`src/rtl/alu.sv`:
```
// 32-bit RV32I integer ALU with a registered result (one cycle of latency).
// Operation select is {funct7[5], funct3}. Undefined codes produce 0.
// Optional macro ALU_FLAGS_EN adds registered Zero/Negative/Carry/Overflow outputs.
module alu #(
    parameter int unsigned WIDTH = 32
) (
    input  logic             clk,
    input  logic             rst_n,
    input  logic [WIDTH-1:0] A,
    input  logic [WIDTH-1:0] B,
    input  logic [3:0]       ALUOp,
    output logic [WIDTH-1:0] ALURes
`ifdef ALU_FLAGS_EN
    ,
    output logic             Zero,
    output logic             Negative,
    output logic             Carry,
    output logic             Overflow
`endif
);

    localparam logic [3:0] OpAdd  = 4'b0000;
    localparam logic [3:0] OpSub  = 4'b1000;
    localparam logic [3:0] OpSll  = 4'b0001;
    localparam logic [3:0] OpSlt  = 4'b0010;
    localparam logic [3:0] OpSltu = 4'b0011;
    localparam logic [3:0] OpXor  = 4'b0100;
    localparam logic [3:0] OpSrl  = 4'b0101;
    localparam logic [3:0] OpSra  = 4'b1101;
    localparam logic [3:0] OpOr   = 4'b0110;
    localparam logic [3:0] OpAnd  = 4'b0111;

    logic [4:0]              w_shamt;
    logic [WIDTH-1:0]        w_add;
    logic [WIDTH-1:0]        w_sub;
    logic                    w_slt;
    logic                    w_sltu;
    logic signed [WIDTH-1:0] w_sra;
    logic [WIDTH-1:0]        w_res;
    logic [WIDTH-1:0]        r_res;

    // Only the low five bits of B select the shift distance.
    assign w_shamt = B[4:0];

`ifdef ALU_FLAGS_EN
    logic [WIDTH:0] w_add_ext;
    logic [WIDTH:0] w_sub_ext;

    // Extended sums expose the carry-out; subtraction as A + ~B + 1 so that
    // bit WIDTH is the not-borrow (A >= B unsigned).
    assign w_add_ext = {1'b0, A} + {1'b0, B};
    assign w_sub_ext = {1'b0, A} + {1'b0, ~B} + {{WIDTH{1'b0}}, 1'b1};
    assign w_add     = w_add_ext[WIDTH-1:0];
    assign w_sub     = w_sub_ext[WIDTH-1:0];
`else
    assign w_add = A + B;
    assign w_sub = A - B;
`endif

    assign w_slt  = ($signed(A) < $signed(B));
    assign w_sltu = (A < B);
    assign w_sra  = $signed(A) >>> w_shamt;

    // Decode the operation into the next result value.
    always_comb begin
        w_res = '0;
        case (ALUOp)
            OpAdd:   w_res = w_add;
            OpSub:   w_res = w_sub;
            OpSll:   w_res = A << w_shamt;
            OpSlt:   w_res = {{(WIDTH-1){1'b0}}, w_slt};
            OpSltu:  w_res = {{(WIDTH-1){1'b0}}, w_sltu};
            OpXor:   w_res = A ^ B;
            OpSrl:   w_res = A >> w_shamt;
            OpSra:   w_res = w_sra;
            OpOr:    w_res = A | B;
            OpAnd:   w_res = A & B;
            default: w_res = '0;
        endcase
    end

    // Result register; reset wins over any operation in the same cycle.
    always_ff @(posedge clk) begin
        if (!rst_n) begin
            r_res <= '0;
        end else begin
            r_res <= w_res;
        end
    end

    assign ALURes = r_res;

`ifdef ALU_FLAGS_EN
    logic w_zero;
    logic w_neg;
    logic w_carry;
    logic w_ovf;
    logic r_zero;
    logic r_neg;
    logic r_carry;
    logic r_ovf;

    // Flags derive from the same next result; carry/overflow only for ADD/SUB.
    always_comb begin
        w_zero  = (w_res == '0);
        w_neg   = w_res[WIDTH-1];
        w_carry = 1'b0;
        w_ovf   = 1'b0;
        if (ALUOp == OpAdd) begin
            w_carry = w_add_ext[WIDTH];
            w_ovf   = (A[WIDTH-1] == B[WIDTH-1]) && (w_add[WIDTH-1] != A[WIDTH-1]);
        end else if (ALUOp == OpSub) begin
            w_carry = w_sub_ext[WIDTH];
            w_ovf   = (A[WIDTH-1] != B[WIDTH-1]) && (w_sub[WIDTH-1] != A[WIDTH-1]);
        end
    end

    // Flag registers share the result's latency and reset behaviour.
    always_ff @(posedge clk) begin
        if (!rst_n) begin
            r_zero  <= 1'b0;
            r_neg   <= 1'b0;
            r_carry <= 1'b0;
            r_ovf   <= 1'b0;
        end else begin
            r_zero  <= w_zero;
            r_neg   <= w_neg;
            r_carry <= w_carry;
            r_ovf   <= w_ovf;
        end
    end

    assign Zero     = r_zero;
    assign Negative = r_neg;
    assign Carry    = r_carry;
    assign Overflow = r_ovf;
`endif

endmodule

```
`config.mk`:
```
export PLATFORM = sky130hd
export DESIGN_NAME = alu
export DESIGN_NICKNAME = d
export VERILOG_FILES = /design/src/rtl/alu.sv
export SDC_FILE = /design/constraint.sdc
export NUM_CORES = 1
export LEC_CHECK = 0
export ABC_AREA = 1
export ABC_CLOCK_PERIOD_IN_PS = 8000
export BUFFER_PORTS_ARGS = -buffer_cell sky130_fd_sc_hd__buf_2
export CAP_MARGIN = 10
export CORE_MARGIN = 5
export CORE_UTILIZATION = 65
export CTS_CLUSTER_DIAMETER = 30
export DETAILED_ROUTE_END_ITERATION = 8
export PLACE_DENSITY_LB_ADDON = 0.12
export SETUP_SLACK_MARGIN = 0.2
export SYNTH_ARGS = -nofsm -noshare
export SYNTH_HDL_FRONTEND = slang
export SYNTH_SLANG_ARGS = --single-unit
```
`constraint.sdc`:
```
create_clock -name clk -period 8 [get_ports clk]
set_clock_uncertainty 0.05 [all_clocks]
set_input_delay 1.2 -clock clk [delete_from_list [all_inputs] [get_ports clk]]
set_output_delay 1.2 -clock clk [all_outputs]
set_load 0.05 [all_outputs]
```
# [Yosys cells after proc, flatten, opt, wreduce, memory -nomap -nowiden]
# Index checks and enable logic that the tools add are counted.
[totals] word_cells=22 output_inout_bits=32 input_bits=70 ff_bits=32
[op_classes] n_eq_ne=9 n_addsub=2 order_cmp=2 n_reduce_logical=1 shifts=3 mux=1 bitwise_logic=3
[ops] operator="$pmux W32 S10" count=1
[ops] operator="$lt A32 B32 Y1" count=2
[ops] operator="$add A32 B32 Y32" count=1
[ops] operator="$and A32 B32 Y32" count=1
[ops] operator="$or A32 B32 Y32" count=1
[ops] operator="$shl A32 B5 Y32" count=1
[ops] operator="$shr A32 B5 Y32" count=1
[ops] operator="$sshr A32 B5 Y32" count=1
[ops] operator="$sub A32 B32 Y32" count=1
[ops] operator="$xor A32 B32 Y32" count=1
[ops] operator="$eq A4 B3 Y1 const B" count=4
[ops] operator="$eq A4 B2 Y1 const B" count=2
[ops] operator="$eq A4 B4 Y1 const B" count=2
[ops] operator="$eq A4 B1 Y1 const B" count=1
[ops] operator="$logic_not A4 Y1" count=1

# [Longest topological paths before layout]
# Gate-level depths: netlist of the first run.
[depth] word_depth=2 mapped_depth=20 mapped_depth_nobuf=17

# [Least setup slack after synthesis of the first run]
# Ideal clock, no wire load.
[synth_path] path_type="input port to flip-flop" start="in B[4]" end="reg r_res[17] (netlist: ALURes[17])" setup_time_ps=128 n_path_buf=3 setup_slack_ps=4592 t_required_ps=7822 stages=17 t_arrival_ps=3231 cell_sequence="buf_2 -> inv_1 -> buf_2 -> buf_2 -> ha_1 -> nor2_1 -> nand3_1 -> nand3_1 -> nand2_1 -> nand2_1 -> nand2_1 -> nand2_1 -> nand2_1 -> nand3_1 -> nand2_1 -> nor2_1 -> nor2_1"
[synth_via] elab_chain_cells=2 elab_cells_between_ends=6 classes_between="add/sub: 2; shift: 3; mux: 1"
[synth_lines] element="from (decl)" line_no="10" source="input logic [WIDTH-1:0] B,"
[synth_lines] element="$sub A32 B32 Y32, or another cell as far along" line_no="57" source="assign w_sub = A - B;"
[synth_lines] element="$pmux W32 S10 (*)" line_no="67" source="case (ALUOp)"
[synth_lines] element="to (signal assigned)" line_no="87" source="r_res <= w_res;"
[synth_lines] element="to (decl)" line_no="40" source="logic [WIDTH-1:0] r_res;"
# Mark *: on every way between the ends. The rest lies on a longest branch, timed or not.
# A chain may end at the register's enable or synchronous reset.

# [Worst setup path after layout of the first run]
[layout_path] start="in B[2]" end="reg r_res[5] (netlist: ALURes[5])"
# The elaborated chain is that of the path after synthesis.

==> results of run 1 <==
-- metrics by stage --
step / instances / setup slack, ns / total power [mW] / area, um2 / util
6_report: 2478 / 3.821 / 1.144 / 11580 / 0.6958
5_1_grt: 2477 / 3.573 / 1.206 / 11580 / 0.6957
4_1_cts: 2477 / 3.989 / 1.102 / 11580 / 0.6957
3_5_place_dp: 2470 / 3.689 / 0.8860 / 11420 / 0.6865
3_3_place_gp: 2470 / 3.745 / 0.8728 / 11420 / 0.6865
2_1_floorplan: 2234 / 4.592 / 0.6851 / 11050 / -
-- path summary, 6_finish.rpt --
kind,from,end,slack (ns),cells past startpoint
setup / recovery,B[2],ALURes[5],3.82,16
hold / removal,rst_n,ALURes[5],1.24,3
-- power by group through the flow --
stage               Combinational, mW  Sequential [mW]  Clock (mW)
detailed placement              0.705            0.181           0
finish                          0.743            0.178       0.223
CTS                             0.708            0.178       0.217
global route                    0.800            0.179       0.227
global placement                0.692            0.181           0
floorplan                       0.464            0.221           0
-- final cells by class --
| class | instances | share of cell area |
|---|---|---|
| flip-flops and latches | 32 | 0.05532 |
| clock buffers | 7 | 0.01318 |
| diodes | 1 | 0.0002161 |
| well taps | 220 | 0.02377 |
| inverters | 342 | 0.1113 |
| repair buffers | 111 | 0.05013 |
| multi-input cells | 1765 | 0.7461 |
-- placed cells by master (no fill, tap or decap), types with 9 or more instances in the layout --
cell	instances
dfxtp_1	32
buf_2	101
buf_4	10
inv_2	9
nor2_1	193
o21ai_0	44
a21oi_1	68
nor2_2	10
inv_1	331
nor3_1	23
nand4_1	17
ha_1	97
o22ai_1	22
o21ai_1	9
nand2_1	808
o211ai_1	15
nand3_1	392
-- cells by family after synthesis --
family | Yosys count
and+or+nand+nor | 1481
AOI/OAI and AO/OA | 183
DFF | 32
xor gates and xnor gates | 2
buffers and inverters | 437
adders and majority gates | 99
-- layer usage --
| layer | share of wire | vias up |
|---|---|---|
| li1 | - | 7118 |
| met1 | 0.35 | 6830 |
| met2 | 0.42 | 1260 |
| met3 | 0.15 | 322 |
| met4 | 0.080 | 2 |
| met5 | 0.00015 | - |
-- critical path, stage by stage --
cell and delay [ns]:
buf_2 0.08, buf_4 0.53, inv_2 0.04, buf_4 0.35, ha_1 0.64, inv_1 0.15, nand2_1 0.09, nand2_1 0.07
nand2_1 0.06, nand3_1 0.18, xor2_1 0.19, nor2_1 0.05, nor2_1 0.35, nand3_1 0.18, nand2_1 0.09, inv_1 0.04
==> results.tsv, run 1 <==
metric	value	unit
DRT iter0 DRCs	2265	
fraction of layout cells with a size suffix above 1	0.07089	
Hold WC Path Type	in -> reg	
GRT met1 Usage	0.5763	
post-synth top area cell	nand2_1	
pwr/cell area	98.81	nW/um2
Required @ worst endpoint	8.15	ns
Syn Area/Cell	4.948	um2
first-pass GRT wire length	72710	um
ys async rst share	0	
sequential share of power	0.155	
combinational family with the most area after synthesis	simple AND/OR/NAND/NOR gates	
PostCTS Resize Cnt	0	
TritonCTS Buffers	5	
Slew @ Worst Pin	1.049	ns
M2 GR Usage	0.7198	
main flop type after synthesis	dfxtp_1	
share of the synthesized area in the top cell type	0.2744	
final hold violation count	0	
sequential area share after synthesis	0.05795	
Pint	0.5037	mW
Synth Area in Adders	0.1134	
Net Sw Frac	0.5597	
Critical Path Source Type	input pin	
Max Fclk	239.3	MHz
Synth Area in Compound Gates	0.09519	
vias in the first global route	13758	
Final Max Tran Viols	0	
status	completed	
total gr overflow	0	
top cells by count, synth	808 x nand2_1, 392 x nand3_1, 331 x inv_1	
post-synth cell types	44	
number of fill cells	1635	
count leader, synth	nand2_1	
Max Root-Sink Buffers	2	
area share of and/or/nand/nor cells after synthesis	0.5711	
leakage power	7.046	nW
final count of negative-setup-slack endpoints	0	
fin crit period	4.179	ns
DRC	0	
mux cell area share after synthesis	0	
worst rel slew slack	0.2999	
All-Layer GR Usage	0.4614	
routing usage on met3	0.1094	
clk sink count	32	
fin nets	2426	
CP max FO	74	
RSZ-0062 raised after global routing	false	
worst setup path category	in -> reg	
Via density	6.268	
Warnings, synthesis	0	
Worst Hold Slack	1.237	ns
largest net degree at the start of global routing	75	
Ports	102	
Core Area	16640	um2
die area	19720	um2
Setup crit end kind	flop	
routed len/inst	19.26	um
Site Rows	47	
Register Area	640.6	um2
Comb pwr share	0.650	
fin crit share	0.5224	
peak supply drop	96.14	uV
area taken by multi-input logic gates	8640	um2
initial core utilization	0.6642	
CTS tree	yes	
DIE WIDTH	140.4	um
ANT nets after route	0	
Post-DP HPWL	38050	um
CP arrival	4.33	ns
Detailed Route WL	47720	um
Seq cells post-synth	32	
H-tree depth	2	
Post-CTS Hold Buffers	0	
Cells after Synth	2234	
GR peak layer	met2	
number of synthesized flops with an enable pin	0	
Setup Buffers After CTS	0	
Die Y	140.4	um
Placer Congestion	1.131	
Max-cap violations	0	
Root Buffer	clkbuf_16	
vias	15532	
area grow syn2layout	4.754	%
clock power share	0.195	
antenna violations before repair	1	
switching power total	0.6404	mW
clock-pin slew on the worst setup and hold paths	0.07	ns
synth top area cells	nand2_1 27%, nand3_1 18%, inv_1 11%	
first drt pass iteration count	9	
PortBufs	101	
Largest register FFs	32	
XOR/XNOR Fraction of Synth Area	0.001585	
cell area after synthesis	11050	um2
Post-Syn Nets	2403	
TNS Setup	0	ns
Power figures use the tool's default switching activity.
==> run 2, diff against run 1 <==
--- a/config.mk
+++ b/config.mk
@@ -6,11 +6,11 @@
 export NUM_CORES = 1
 export LEC_CHECK = 0
 export ABC_AREA = 1
-export ABC_CLOCK_PERIOD_IN_PS = 8000
+export ABC_CLOCK_PERIOD_IN_PS = 4050
 export BUFFER_PORTS_ARGS = -buffer_cell sky130_fd_sc_hd__buf_2
 export CAP_MARGIN = 10
 export CORE_MARGIN = 5
-export CORE_UTILIZATION = 65
+export CORE_UTILIZATION = 63
 export CTS_CLUSTER_DIAMETER = 30
 export DETAILED_ROUTE_END_ITERATION = 8
 export PLACE_DENSITY_LB_ADDON = 0.12
==> constraint.sdc (replaced) <==
create_clock -name clk -period 4.05 [get_ports clk]
set_clock_uncertainty 0.05 [all_clocks]
set_input_delay 0.6075 -clock clk [delete_from_list [all_inputs] [get_ports clk]]
set_output_delay 0.6075 -clock clk [all_outputs]
set_load 0.05 [all_outputs]
==> run 2 against run 1 <==
  * Sequential share of layout area is essentially flat
  * Worst setup slack lost 3.2 ns
  * Combinational power grew 99%
  * Global-route usage is essentially flat
  * Final cell count grew 0.40%
  * Clock-buffer cell count shrank 2
  * Sequential cell count is the same
  * Final area grew 0.18%
  * Die area grew 2.9%
  * First-iteration DRC count grew 25%
  * Largest cell class unchanged
==> results.tsv, run 2 (synthesis gave the netlist of run 1 again) <==
metric	value	unit	change
status	completed		
Post-CTS Hold Buffers	0		unchanged
Placer Congestion	1.119		-1.1%
number of fill cells	1816		+11%
TritonCTS Buffers	5		unchanged
Setup Buffers After CTS	0		unchanged
Slew @ Worst Pin	1.017	ns	-0.03226 ns
Required @ worst endpoint	4.19	ns	-3.96 ns
Worst Hold Slack	0.6494	ns	-0.5879 ns
first drt pass iteration count	7		-2
Max Root-Sink Buffers	2		unchanged
area grow syn2layout	4.946	%	
largest net degree at the start of global routing	73		-2.7%
Detailed Route WL	48750	um	+2.2%
crit path from	B[0]		
Via density	6.227		-0.65%
vias	15493		-0.25%
Hold WC Path Type	in -> reg		
crit path capture	ALURes[10]		
switching power total	1.273	mW	+99%
CP max FO	36		-51%
area taken by multi-input logic gates	8637	um2	about the same
All-Layer GR Usage	0.4615		about the same
total gr overflow	0		unchanged
Max-cap violations	0		unchanged
Site Rows	48		+2.1%
RSZ-0062 raised after global routing	false		
DRT iter0 DRCs	2841		+25%
leakage power	7.055	nW	+0.13%
worst setup path category	in -> reg		
vias in the first global route	13775		+0.12%
antenna violations before repair	2		+1
most frequent cells in the layout	808 x nand2_1, 392 x nand3_1, 331 x inv_1, 194 x nor2_1, 101 x buf_2		
commonest non-fill, non-tap cell in the layout	nand2_1		
final hold violation count	0		unchanged
Final Max Tran Viols	0		unchanged
design area	11600	um2	+0.18%
clock power share	0.179		-0.016
Ports	102		unchanged
PortBufs	101		unchanged
TNS Setup	0	ns	unchanged
fraction of layout cells with a size suffix above 1	0.07209		+0.001201
sequential share of power	0.158		+0.003
PostCTS Resize Cnt	0		unchanged
Critical Path Source Type	input pin		
CTS tree	yes		
peak supply drop	181.6	uV	+89%
Die Y	142.5	um	+1.5%
Setup crit end kind	flop		
Net Sw Frac	0.5693		+0.009541
initial core utilization	0.6413		-0.02290
H-tree depth	2		unchanged
worst rel slew slack	0.3214		+0.02151
Post-DP HPWL	39040	um	+2.6%
clk sink count	32		unchanged
routed len/inst	19.60	um	+1.8%
Root Buffer	clkbuf_16		
final core occ	0.6731		-0.02276
fin nets	2430		+0.16%
Core Area	17240	um2	+3.6%
clock-pin slew on the worst setup and hold paths	0.07	ns	about the same
first-pass GRT wire length	73620	um	+1.3%
Pint	0.9631	mW	+91%
dpl cell area	11460	um2	+0.30%
fin crit share	0.8494		
DIE WIDTH	142.5	um	+1.5%
DRC	0		unchanged
Largest register FFs	32		unchanged
ANT nets after route	0		unchanged
fin crit period	3.440	ns	
die area	20300	um2	+2.9%
Comb pwr share	0.663		+0.013
Max Fclk	290.7	MHz	
pwr/cell area	192.7	nW/um2	+95%
final count of negative-setup-slack endpoints	0		unchanged
Register Area	640.6	um2	unchanged
CP arrival	3.58	ns	-0.75 ns
==> run 2: changes by cell type in the layout (fill, tap and decap cells not counted), sizes merged <==
cell / delta
clkinv: +1
clkbuf: -2
buf: +4
clkinvlp: +1
diode: +1
==> run 2: worst max-delay path: stages <==
cell	delay [ns]
buf_2	0.55
ha_1	0.33
inv_1	0.08
fa_1	0.41
inv_1	0.16
nand3_1	0.10
nand3b_1	0.24
o21ai_0	0.11
o21ai_0	0.65
nand3_1	0.17
nand2_1	0.11
inv_1	0.04
==> run 2: per-stage QoR <==
step / cells / setup WS [ns] / power, mW
finish: 2488 / 0.6101 / 2.236
global route: 2486 / 0.5467 / 2.351
detailed placement: 2479 / 0.5930 / 1.763
CTS: 2486 / 0.8780 / 2.158
global placement: 2479 / 0.5861 / 1.740
floorplan: 2234 / 1.234 / 1.353
==> run 2: layout make-up <==
| class | instances | area share |
|---|---|---|
| multi-input cells | 1765 | 0.7445 |
| well taps | 225 | 0.02427 |
| clock buffers | 5 | 0.01079 |
| diodes | 2 | 0.0004314 |
| inverters | 342 | 0.1111 |
| flip-flops and latches | 32 | 0.05522 |
| clock inverters | 2 | 0.001079 |
| repair buffers | 115 | 0.05263 |
==> run 2: how the worst min path moves through the flow <==
stage	start	to	depth (start not counted)
finish	rst_n	ALURes[24]	3
detailed placement	rst_n	ALURes[24]	3
CTS	rst_n	ALURes[24]	3
global route	rst_n	ALURes[26]	3
floorplan	ALUOp[2]	ALURes[0]	3
global placement	rst_n	ALURes[12]	3
==> run 2: layer usage <==
| layer | GRT usage | wire (um) | up-vias |
|---|---|---|---|
| li1 | - | - | 7130 |
| met2 | 0.7186 | 20680 | 1293 |
| met3 | 0.08300 | 6843 | 266 |
| met5 | 0 | 0 | - |
| met4 | 0.2721 | 3784 | 0 |
| met1 | 0.5949 | 17440 | 6804 |
==> run 2: power groups by stage <==
stage                     Sequential (mW)  Combinational (mW)  Clock (mW)
after floorplan                     0.437               0.916           0
after global placement              0.359                1.38           0
after detailed placement            0.358                1.40           0
after CTS                           0.351                1.41       0.394
after global routing                0.353                1.59       0.406
final                               0.353                1.48       0.400
